===== src/rtl/stack_op_pkg.sv =====
// Shared PUSH/POP encoding and controller state encoding for the stack operation sequencer.
// Pure definitions: no latency, no backpressure.
package stack_op_pkg;
  localparam logic OP_POP  = 1'b0;
  localparam logic OP_PUSH = 1'b1;

  typedef enum logic [1:0] {
    ST_IDLE = 2'd0,
    ST_XFER = 2'd1,
    ST_DONE = 2'd2
  } state_t;
endpackage


===== src/rtl/stack_ptr_unit.sv =====
// Stack pointer and byte occupancy; under STACK_GUARD_EN also flags PUSH overflow / POP underflow.
// sp/count move one step on the cycle after a granted byte; the guard compare is combinational.
module stack_ptr_unit
  import stack_op_pkg::*;
#(
  parameter int                  CTX_BYTES   = 2,
  parameter int                  SP_WIDTH    = 8,
  parameter logic [SP_WIDTH-1:0] STACK_TOP   = 8'hFF,
  parameter int                  STACK_DEPTH = 16
) (
  input  logic                clk,
  input  logic                rst_n,
  input  logic                push_step,
  input  logic                pop_step,
  input  logic                chk_op,
  output logic [SP_WIDTH-1:0] sp,
  output logic                viol
);
  localparam logic [SP_WIDTH-1:0] SP_ONE  = SP_WIDTH'(1);
  localparam logic [SP_WIDTH:0]   CNT_ONE = (SP_WIDTH+1)'(1);
  // One spare bit so count+CTX_BYTES cannot wrap inside the compare.
  localparam logic [SP_WIDTH+1:0] CTX_C   = (SP_WIDTH+2)'(CTX_BYTES);
  localparam logic [SP_WIDTH+1:0] DEPTH_C = (SP_WIDTH+2)'(STACK_DEPTH);

  logic [SP_WIDTH:0] count;

  always_ff @(posedge clk or negedge rst_n) begin
    if (!rst_n) begin
      sp    <= STACK_TOP;
      count <= '0;
    end else if (push_step) begin
      sp    <= sp - SP_ONE;
      count <= count + CNT_ONE;
    end else if (pop_step) begin
      sp    <= sp + SP_ONE;
      count <= count - CNT_ONE;
    end
  end

`ifdef STACK_GUARD_EN
  always_comb begin
    viol = 1'b0;
    if (chk_op == OP_PUSH) viol = ({1'b0, count} + CTX_C) > DEPTH_C;
    else                   viol = {1'b0, count} < CTX_C;
  end
`else
  logic unused_guard;
  assign viol         = 1'b0;
  assign unused_guard = ^{chk_op, count, CTX_C, DEPTH_C};
`endif
endmodule


===== src/rtl/stack_op_seq.sv =====
// Moves CTX_BYTES context bytes to/from a descending byte stack; STACK_GUARD_EN adds ovf/unf guarding.
// Latency CTX_BYTES+1 cycles at full grant; each byte holds bus_req until bus_grant, start while busy is dropped.
module stack_op_seq
  import stack_op_pkg::*;
#(
  parameter int                  CTX_BYTES   = 2,
  parameter int                  SP_WIDTH    = 8,
  parameter logic [SP_WIDTH-1:0] STACK_TOP   = 8'hFF,
  parameter int                  STACK_DEPTH = 16
) (
  input  logic                   clk,
  input  logic                   rst_n,
  input  logic                   start,
  input  logic                   op,
  input  logic [CTX_BYTES*8-1:0] ctx_in,
  output logic [CTX_BYTES*8-1:0] ctx_out,
  output logic                   busy,
  output logic                   done,
  output logic                   err,
  output logic                   bus_req,
  input  logic                   bus_grant,
  output logic                   mem_wr,
  output logic                   mem_rd,
  output logic [SP_WIDTH-1:0]    mem_addr,
  output logic [7:0]             mem_wdata,
  input  logic [7:0]             mem_rdata,
  output logic [SP_WIDTH-1:0]    sp,
  output logic                   ovf,
  output logic                   unf,
  input  logic                   err_clr
);
  localparam int                  DW     = CTX_BYTES * 8;
  localparam logic [1:0]          K_LAST = 2'(CTX_BYTES - 1);
  localparam logic [SP_WIDTH-1:0] A_ONE  = SP_WIDTH'(1);

  state_t        state;
  logic          op_q;
  logic [DW-1:0] ctx_sh;
  logic [1:0]    k;
  logic          viol, xfer_gnt, guard_hit;

  assign xfer_gnt  = (state == ST_XFER) && bus_grant;
  assign guard_hit = (state == ST_IDLE) && start && viol;
  // The low byte of the shifted context is always the byte currently on the bus.
  assign mem_wdata = ctx_sh[7:0];

  stack_ptr_unit #(
    .CTX_BYTES  (CTX_BYTES),
    .SP_WIDTH   (SP_WIDTH),
    .STACK_TOP  (STACK_TOP),
    .STACK_DEPTH(STACK_DEPTH)
  ) u_ptr (
    .clk      (clk),
    .rst_n    (rst_n),
    .push_step(xfer_gnt && (op_q == OP_PUSH)),
    .pop_step (xfer_gnt && (op_q == OP_POP)),
    .chk_op   (op),
    .sp       (sp),
    .viol     (viol)
  );

  always_ff @(posedge clk or negedge rst_n) begin
    if (!rst_n) begin
      state    <= ST_IDLE;
      op_q     <= OP_POP;
      ctx_sh   <= '0;
      k        <= '0;
      ctx_out  <= '0;
      busy     <= 1'b0;
      done     <= 1'b0;
      err      <= 1'b0;
      bus_req  <= 1'b0;
      mem_wr   <= 1'b0;
      mem_rd   <= 1'b0;
      mem_addr <= '0;
    end else begin
      done <= 1'b0;
      case (state)
        ST_IDLE: begin
          if (start) begin
            op_q   <= op;
            ctx_sh <= ctx_in;
            k      <= '0;
            busy   <= 1'b1;
            if (viol) begin
              state <= ST_DONE;
              done  <= 1'b1;
              err   <= 1'b1;
            end else begin
              state    <= ST_XFER;
              bus_req  <= 1'b1;
              mem_wr   <= (op == OP_PUSH);
              mem_rd   <= (op == OP_POP);
              mem_addr <= (op == OP_PUSH) ? sp : sp + A_ONE;
            end
          end
        end
        ST_XFER: begin
          if (bus_grant) begin
            // POP fills from the top byte down so bytes come back in push order.
            if (op_q == OP_POP) ctx_out[8*(CTX_BYTES-1-int'(k)) +: 8] <= mem_rdata;
            else                ctx_sh <= ctx_sh >> 8;
            mem_addr <= (op_q == OP_PUSH) ? mem_addr - A_ONE : mem_addr + A_ONE;
            if (k == K_LAST) begin
              state   <= ST_DONE;
              done    <= 1'b1;
              bus_req <= 1'b0;
              mem_wr  <= 1'b0;
              mem_rd  <= 1'b0;
            end else begin
              k <= k + 2'd1;
            end
          end
        end
        ST_DONE: begin
          state <= ST_IDLE;
          busy  <= 1'b0;
          err   <= 1'b0;
        end
        default: state <= ST_IDLE;
      endcase
    end
  end

`ifdef STACK_GUARD_EN
  // A violation in the same cycle as err_clr leaves its flag set.
  always_ff @(posedge clk or negedge rst_n) begin
    if (!rst_n) begin
      ovf <= 1'b0;
      unf <= 1'b0;
    end else begin
      if (err_clr) begin
        ovf <= 1'b0;
        unf <= 1'b0;
      end
      if (guard_hit) begin
        if (op == OP_PUSH) ovf <= 1'b1;
        else               unf <= 1'b1;
      end
    end
  end
`else
  logic unused_clr;
  assign ovf        = 1'b0;
  assign unf        = 1'b0;
  assign unused_clr = err_clr ^ guard_hit;
`endif
endmodule


===== config.mk =====
export PLATFORM = sky130hd
export DESIGN_NAME = stack_op_seq
export DESIGN_NICKNAME = d
export VERILOG_FILES = /design/src/rtl/stack_op_pkg.sv /design/src/rtl/stack_ptr_unit.sv /design/src/rtl/stack_op_seq.sv
export SDC_FILE = /design/constraint.sdc
export NUM_CORES = 1
export LEC_CHECK = 0
export BUFFER_PORTS_ARGS = -buffer_cell sky130_fd_sc_hd__clkbuf_2
export CORE_MARGIN = 1
export CORE_UTILIZATION = 44
export DETAILED_ROUTE_END_ITERATION = 10
export PLACE_DENSITY = 0.68
export SYNTH_ARGS = -nofsm -noshare
export SYNTH_HDL_FRONTEND = slang
export SYNTH_SLANG_ARGS = --single-unit

===== constraint.sdc =====
create_clock -name clk -period 4.01 [get_ports clk]
set_clock_uncertainty 0.05 [all_clocks]
set_input_delay 0.6015 -clock clk [delete_from_list [all_inputs] [get_ports clk]]
set_output_delay 0.6015 -clock clk [all_outputs]
set_load 0.02 [all_outputs]

== Word level (Yosys, flattened, before mapping) ==
Index checks and enable logic that the tools add are counted.
Storage, ports and cells
  bits in registers: 58
  bits in latches: 0
  memory bits (writable): 0
  memory bits (read-only): 0
  input bits: 30
  memories kept: 0
Cells by class
  add/sub/neg operators: 7
  multiply operators: 0
  divide/modulo/power cells: 0
  order comparisons: 0
  eq/ne operators: 8
  shift operators: 2
  muxes and demuxes: 32
  bitwise operators: 2
  reductions and logical operators: 15
Operator list (count)
  16-bit 2-to-1 mux: 3
  8-bit 2-to-1 mux: 6
  6-bit negator with 33-bit output: 1
  8-bit by 33-bit variable shift with 16-bit output, first input constant: 1
  8-bit by 33-bit variable part select with 16-bit output: 1
  16-bit one-hot mux with 2 select lines: 1
  8-bit by 1-bit adder with 8-bit output, second input constant: 2
  16-bit bitwise mux: 1
  8-bit one-hot mux with 2 select lines: 1
  8-bit by 1-bit subtractor with 8-bit output, second input constant: 2
  2-bit 2-to-1 mux: 6
  4-bit AND reduction: 3
  3-bit AND reduction: 3
  1-bit 2-to-1 mux: 8
  2-bit != test, second input constant: 4
  1-bit one-hot mux with 2 select lines: 4
  2-bit one-hot mux with 2 select lines: 2
  2-bit nonzero test: 3
  2-bit by 1-bit == test with 1-bit output, second input constant: 2
  2-bit AND reduction: 2
  1-bit logical AND: 3
  1-bit by 2-bit subtractor with 3-bit output, first input constant: 1
  2-bit by 1-bit adder with 2-bit output, second input constant: 1
  2-bit == test, second input constant: 1
  other kinds (3): 4

== Logic depth before layout (Yosys ltp) ==
  depth in word-level cells: 5
  mapped depth: 7

== By module ==
From an unflattened synthesis, not the netlist that was laid out.
Second synthesis, totals
  cells, all modules: 375
  area, all modules: 3360.7 um^2
By module, submodules not included
  stack_op_seq: instances 1, cells each 316, area each 2778.9 um^2, seq. area each 1276.2 um^2
  stack_ptr_unit: instances 1, cells each 59, area each 581.8 um^2, seq. area each 210.2 um^2

== Worst setup path after synthesis ==
OpenSTA, ideal clock, no wires.
  path kind: register -> register
  start: register op_q
  end: register mem_addr[6]
  arrival: 1.918 ns
  required time: 3.877 ns
  setup slack: 1.960 ns
  stages on the path, launching flop included: 8
  cells stage by stage: dfrtp_1 > inv_1 > fa_1 > nand2b_1 > a21oi_1 > nor4_1 > o32a_1 > o21ai_0
Between the ends
  cells in the longest elaborated chain, start to end: 3
RTL lines
  start: declaration: RTL line stack_op_seq.sv:37  | logic op_q;
  start signal: assignment: RTL line stack_op_seq.sv:81  | op_q <= op;
  8-bit 2-to-1 mux: RTL line stack_op_seq.sv:103  | mem_addr <= (op_q == OP_PUSH) ? mem_addr - A_ONE : mem_addr + A_ONE;
  8-bit 2-to-1 mux: RTL line stack_op_seq.sv:99  | if (bus_grant) begin
  8-bit one-hot mux with 2 select lines: RTL line stack_op_seq.sv:78  | case (state)
  end signal: assignment: RTL line stack_op_seq.sv:94  | mem_addr <= (op == OP_PUSH) ? sp : sp + A_ONE;
  end signal: assignment: RTL line stack_op_seq.sv:103
  end: declaration: RTL line stack_op_seq.sv:24  | output logic [SP_WIDTH-1:0] mem_addr,
Every way passes these cells. The select of a mux whose other input is x is not followed.
A chain may end at the register's enable or synchronous reset.

== Worst setup path after layout ==
Ends and elaborated chain as after synthesis.

==> run summary <==
Family of cells with the greatest summed delay on the critical path: flip-flops
Mean cell area of the mapped netlist: 9.223 um2
Total overflow reported by the global router: 0
Endpoint required time on the critical path: 4220 ps
Count of vias placed by the detailed router: 2485
Overall global routing resource usage: 19.58%
Diode insertion count for antenna repair: 0
Die footprint: 7339 um2
Launching point of the worst reg2reg path: op_q
Worst-Skew Late Latency: 330 ps
Arr. time, crit path: 2920 ps
Final slew viol count: 0
Final HPWL from detailed placement: 4.879 mm
Timing startpoint of the critical path: op_q
Flip-flop and latch count after synthesis: 58
Routed wirelength normalized by instance count: 13.59 um
Clock root cell: sky130_fd_sc_hd__clkbuf_8
P per Cell Area: 935.0 nW/um2
Stages on the worst setup path: 7
Type of destination of the critical path: register
Fmax: 369.1 MHz
Part of the power in the clock network: 18.3%
Sw Ratio: 44.05%
Count of filler cells inserted in the layout: 645
Final count of hold timing violations: 0
# IOs: 78
Total of warnings raised by yosys: 0
Setup repair after global routing missed its margin: false
Number of core rows: 30
Post-route minimum period: 2709 ps
Port Buf Inserts: 73
Iteration count of the initial detailed-routing pass: 4
Total buffers and inverters traversed by the critical path: 1
Final setup margin: 1301 ps
CTS-repair resized insts: 0
Residual DRC: 0
Antenna violations before repair: 0
Final GP Congestion: 0.7999
Pre-CTS setup slack: 1308 ps
Final nets: 435
Post-CTS Hold Fix Bufs: 0
Number of setup violations in the final report: 0
CTS Buffer Depth: 2
Least-Margin Pin Slew: 1132 ps
Total power: 3.434 mW
Clock-pin transition on the worst setup and hold timing paths: 70 ps
Total internal power: 1.921 mW
Clock sinks: 58
Vertical die dimension: 85.67 um
Max Cap Viol: 0
Via count of the first global-routing pass: 2276
Final period utilization: 67.57%
Depth of the worst register-to-register path: 7
Sw power: 1.513 mW
Largest net degree at the start of global routing: 31
Portion of the post-synthesis area used by sequential elements: 47.44%
Number of distinct library cell variants in the gate-level netlist after synthesis: 47
Fraction of power consumed by sequential logic: 32.9%
Core Box Area: 6794 um2
Number of vias per cell: 5.020
Worst ir drop on vdd: 496.3 uV
Critical path cell sequence: inv_1 > fa_1 > nand2b_1 > a21oi_1 > nor4_1 > o32a_1 > o21ai_0
Width of the chip: 85.67 um
Crit path largest cell delay: 820 ps
Kind of start point of the critical path: register
Syn Std Cell Area: 3080 um2
Area overhead of the layout relative to synthesis: 19.21%
Level count of the clock H-tree: 3
Clock tree from TritonCTS: done
Hold slack: 274.1 ps
Max FO, Critical Path: 19
Synth Instances: 334
Iteration-0 DRC Markers: 126
ANT nets after route: 0
Async set-reset flop share out of synthesis: 100.0%
Total length of routed wires: 6.726 mm
Worst slew margin: 24.40%
Leakage power total: 1.775 nW
Leading register cell type out of synthesis: sky130_fd_sc_hd__dfrtp_1
Global-route wire length before repair: 11.10 mm
CP Class: reg2reg
Status: complete, no violations
Proportion of layout cells with a drive suffix above 1: 26.57%
Post-CTS setup buffers: 0
TritonCTS Buffers: 9
Min-delay worst type: in2async
Number of enable-type register cells in the synthesized netlist: 0
Final setup TNS: 0 ps
Fraction of power consumed by combinational cells: 48.7%
CP max stage cell: sky130_fd_sc_hd__dfrtp_1
Starting utilization of the core area: 45.34%
-- flip-flops by register name (all words and copies together) (netlist names), 2 cells and up --
register and count:
ctx_out 16, ctx_sh 16, mem_addr 8, u_ptr.sp 8
k 2, state 2
-- cell usage after synthesis, drive strengths merged (2+ instances only) --
master	number	area (um2)
a21o	6	45.04
a21oi	12	67.57
a22o	9	78.83
a31o	2	17.52
a31oi	9	56.30
and3	3	18.77
buf	15	105.1
clkbuf	13	48.80
dfrtp	50	1251
dfstp	8	210.2
ha	10	125.1
inv	18	67.56
mux2i	3	30.03
nand2	51	198.9
nand2b	4	25.02
nand3	15	75.07
nand4	6	37.54
nor2	23	86.33
nor2b	3	18.77
nor3	3	15.01
nor4	2	12.51
o21ai	30	150.1
o31ai	2	15.01
o32ai	2	17.52
or3	3	18.77
xnor2	10	87.58
xor2	6	52.55
-- per-layer routing --
metal / vias to the layer above / global-route usage (%) / wire, um
met2: 53 / 30.76 / 3134
met4: 0 / 7.727 / 100
met5: - / 0 / 0
met3: 9 / 3.465 / 258
met1: 1156 / 27.02 / 3232
li1: 1267 / - / -
-- cell usage in the layout, fill, tap and decap left out, types with 2 or more instances in the layout --
cell type | netlist | final
sky130_fd_sc_hd__nand3_1 | 15 | 15
sky130_fd_sc_hd__a22o_1 | 9 | 9
sky130_fd_sc_hd__ha_1 | 10 | 10
sky130_fd_sc_hd__dfrtp_1 | 50 | 50
sky130_fd_sc_hd__nor2b_1 | 3 | 3
sky130_fd_sc_hd__or3_1 | 3 | 3
sky130_fd_sc_hd__buf_4 | 12 | 2
sky130_fd_sc_hd__dfstp_2 | 8 | 8
sky130_fd_sc_hd__nor2_1 | 23 | 23
sky130_fd_sc_hd__bufinv_16 | 0 | 2
sky130_fd_sc_hd__clkbuf_2 | 0 | 73
sky130_fd_sc_hd__nor4_1 | 2 | 2
sky130_fd_sc_hd__conb_1 | 1 | 3
sky130_fd_sc_hd__xor2_1 | 6 | 6
sky130_fd_sc_hd__a21o_1 | 6 | 6
sky130_fd_sc_hd__xnor2_1 | 10 | 10
sky130_fd_sc_hd__a21oi_2 | 2 | 2
sky130_fd_sc_hd__nor3_1 | 3 | 3
sky130_fd_sc_hd__a31o_2 | 2 | 2
sky130_fd_sc_hd__clkbuf_8 | 0 | 12
sky130_fd_sc_hd__o21ai_0 | 29 | 29
sky130_fd_sc_hd__o32ai_1 | 2 | 2
sky130_fd_sc_hd__nand2_1 | 50 | 50
sky130_fd_sc_hd__and3_1 | 3 | 3
sky130_fd_sc_hd__inv_1 | 18 | 18
sky130_fd_sc_hd__o31ai_1 | 2 | 2
sky130_fd_sc_hd__a31oi_1 | 9 | 9
sky130_fd_sc_hd__nand2b_1 | 4 | 4
sky130_fd_sc_hd__mux2i_1 | 3 | 3
sky130_fd_sc_hd__a21oi_1 | 10 | 10
sky130_fd_sc_hd__nand4_1 | 6 | 6
-- cell families after synthesis --
family,Yosys count,synth area share (%)
AO/OA/AOI/OAI,81,16.94
other,1,0.1217
adder cells (fa/ha/maj),11,4.712
AND/OR/NAND/NOR,118,18.07
multiplexers,3,0.9749
XOR/XNOR,16,4.549
buffers and inverters,46,7.189
flip-flops,58,47.44
-- final timing paths --
check,to,slack [ps]
setup / recovery,mem_addr[6],1300
hold / removal,ctx_sh[4],270
setup reg to reg,mem_addr[6],1300
hold reg to reg,ctx_out[8],430
max in group asynchronous,u_ptr.sp[4],2740
min in group clk,ctx_out[8],430
-- worst reg2reg max path, cell delays in order, from the launching register on --
cell and delay (ps):
sky130_fd_sc_hd__dfrtp_1 820, sky130_fd_sc_hd__inv_1 340, sky130_fd_sc_hd__fa_1 490, sky130_fd_sc_hd__nand2b_1 180, sky130_fd_sc_hd__a21oi_1 210, sky130_fd_sc_hd__nor4_1 70, sky130_fd_sc_hd__o32a_1 350, sky130_fd_sc_hd__o21ai_0 130
-- area by class of cell --
type | instances | area, um2 | share of cell area, %
clock inverter | 4 | 72.57 | 1.976
inverter | 18 | 67.56 | 1.840
clock buffer | 12 | 165.2 | 4.497
timing repair buffer | 75 | 380.4 | 10.36
multi-input combinational | 232 | 1405 | 38.26
tap | 96 | 120.1 | 3.271
sequential | 58 | 1461 | 39.80
-- per-stage QoR --
step                      util, %  area, um2  instances
final                       54.05       3672        495
after global routing        54.05       3672        495
after CTS                   54.05       3672        495
after detailed placement    50.55       3435        479
after global placement      50.55       3435        479
after floorplan                 -       3088        336
-- power by group through the flow --
stage / registers (mW) / logic [mW] / clock network (mW)
3_5_place_dp: 1.14 / 1.68 / 0
3_3_place_gp: 1.13 / 1.64 / 0
4_1_cts: 1.13 / 1.68 / 0.644
2_1_floorplan: 1.24 / 1.17 / 0
6_report: 1.13 / 1.67 / 0.629
5_1_grt: 1.17 / 1.87 / 0.668
Power figures use the tool's default switching activity.
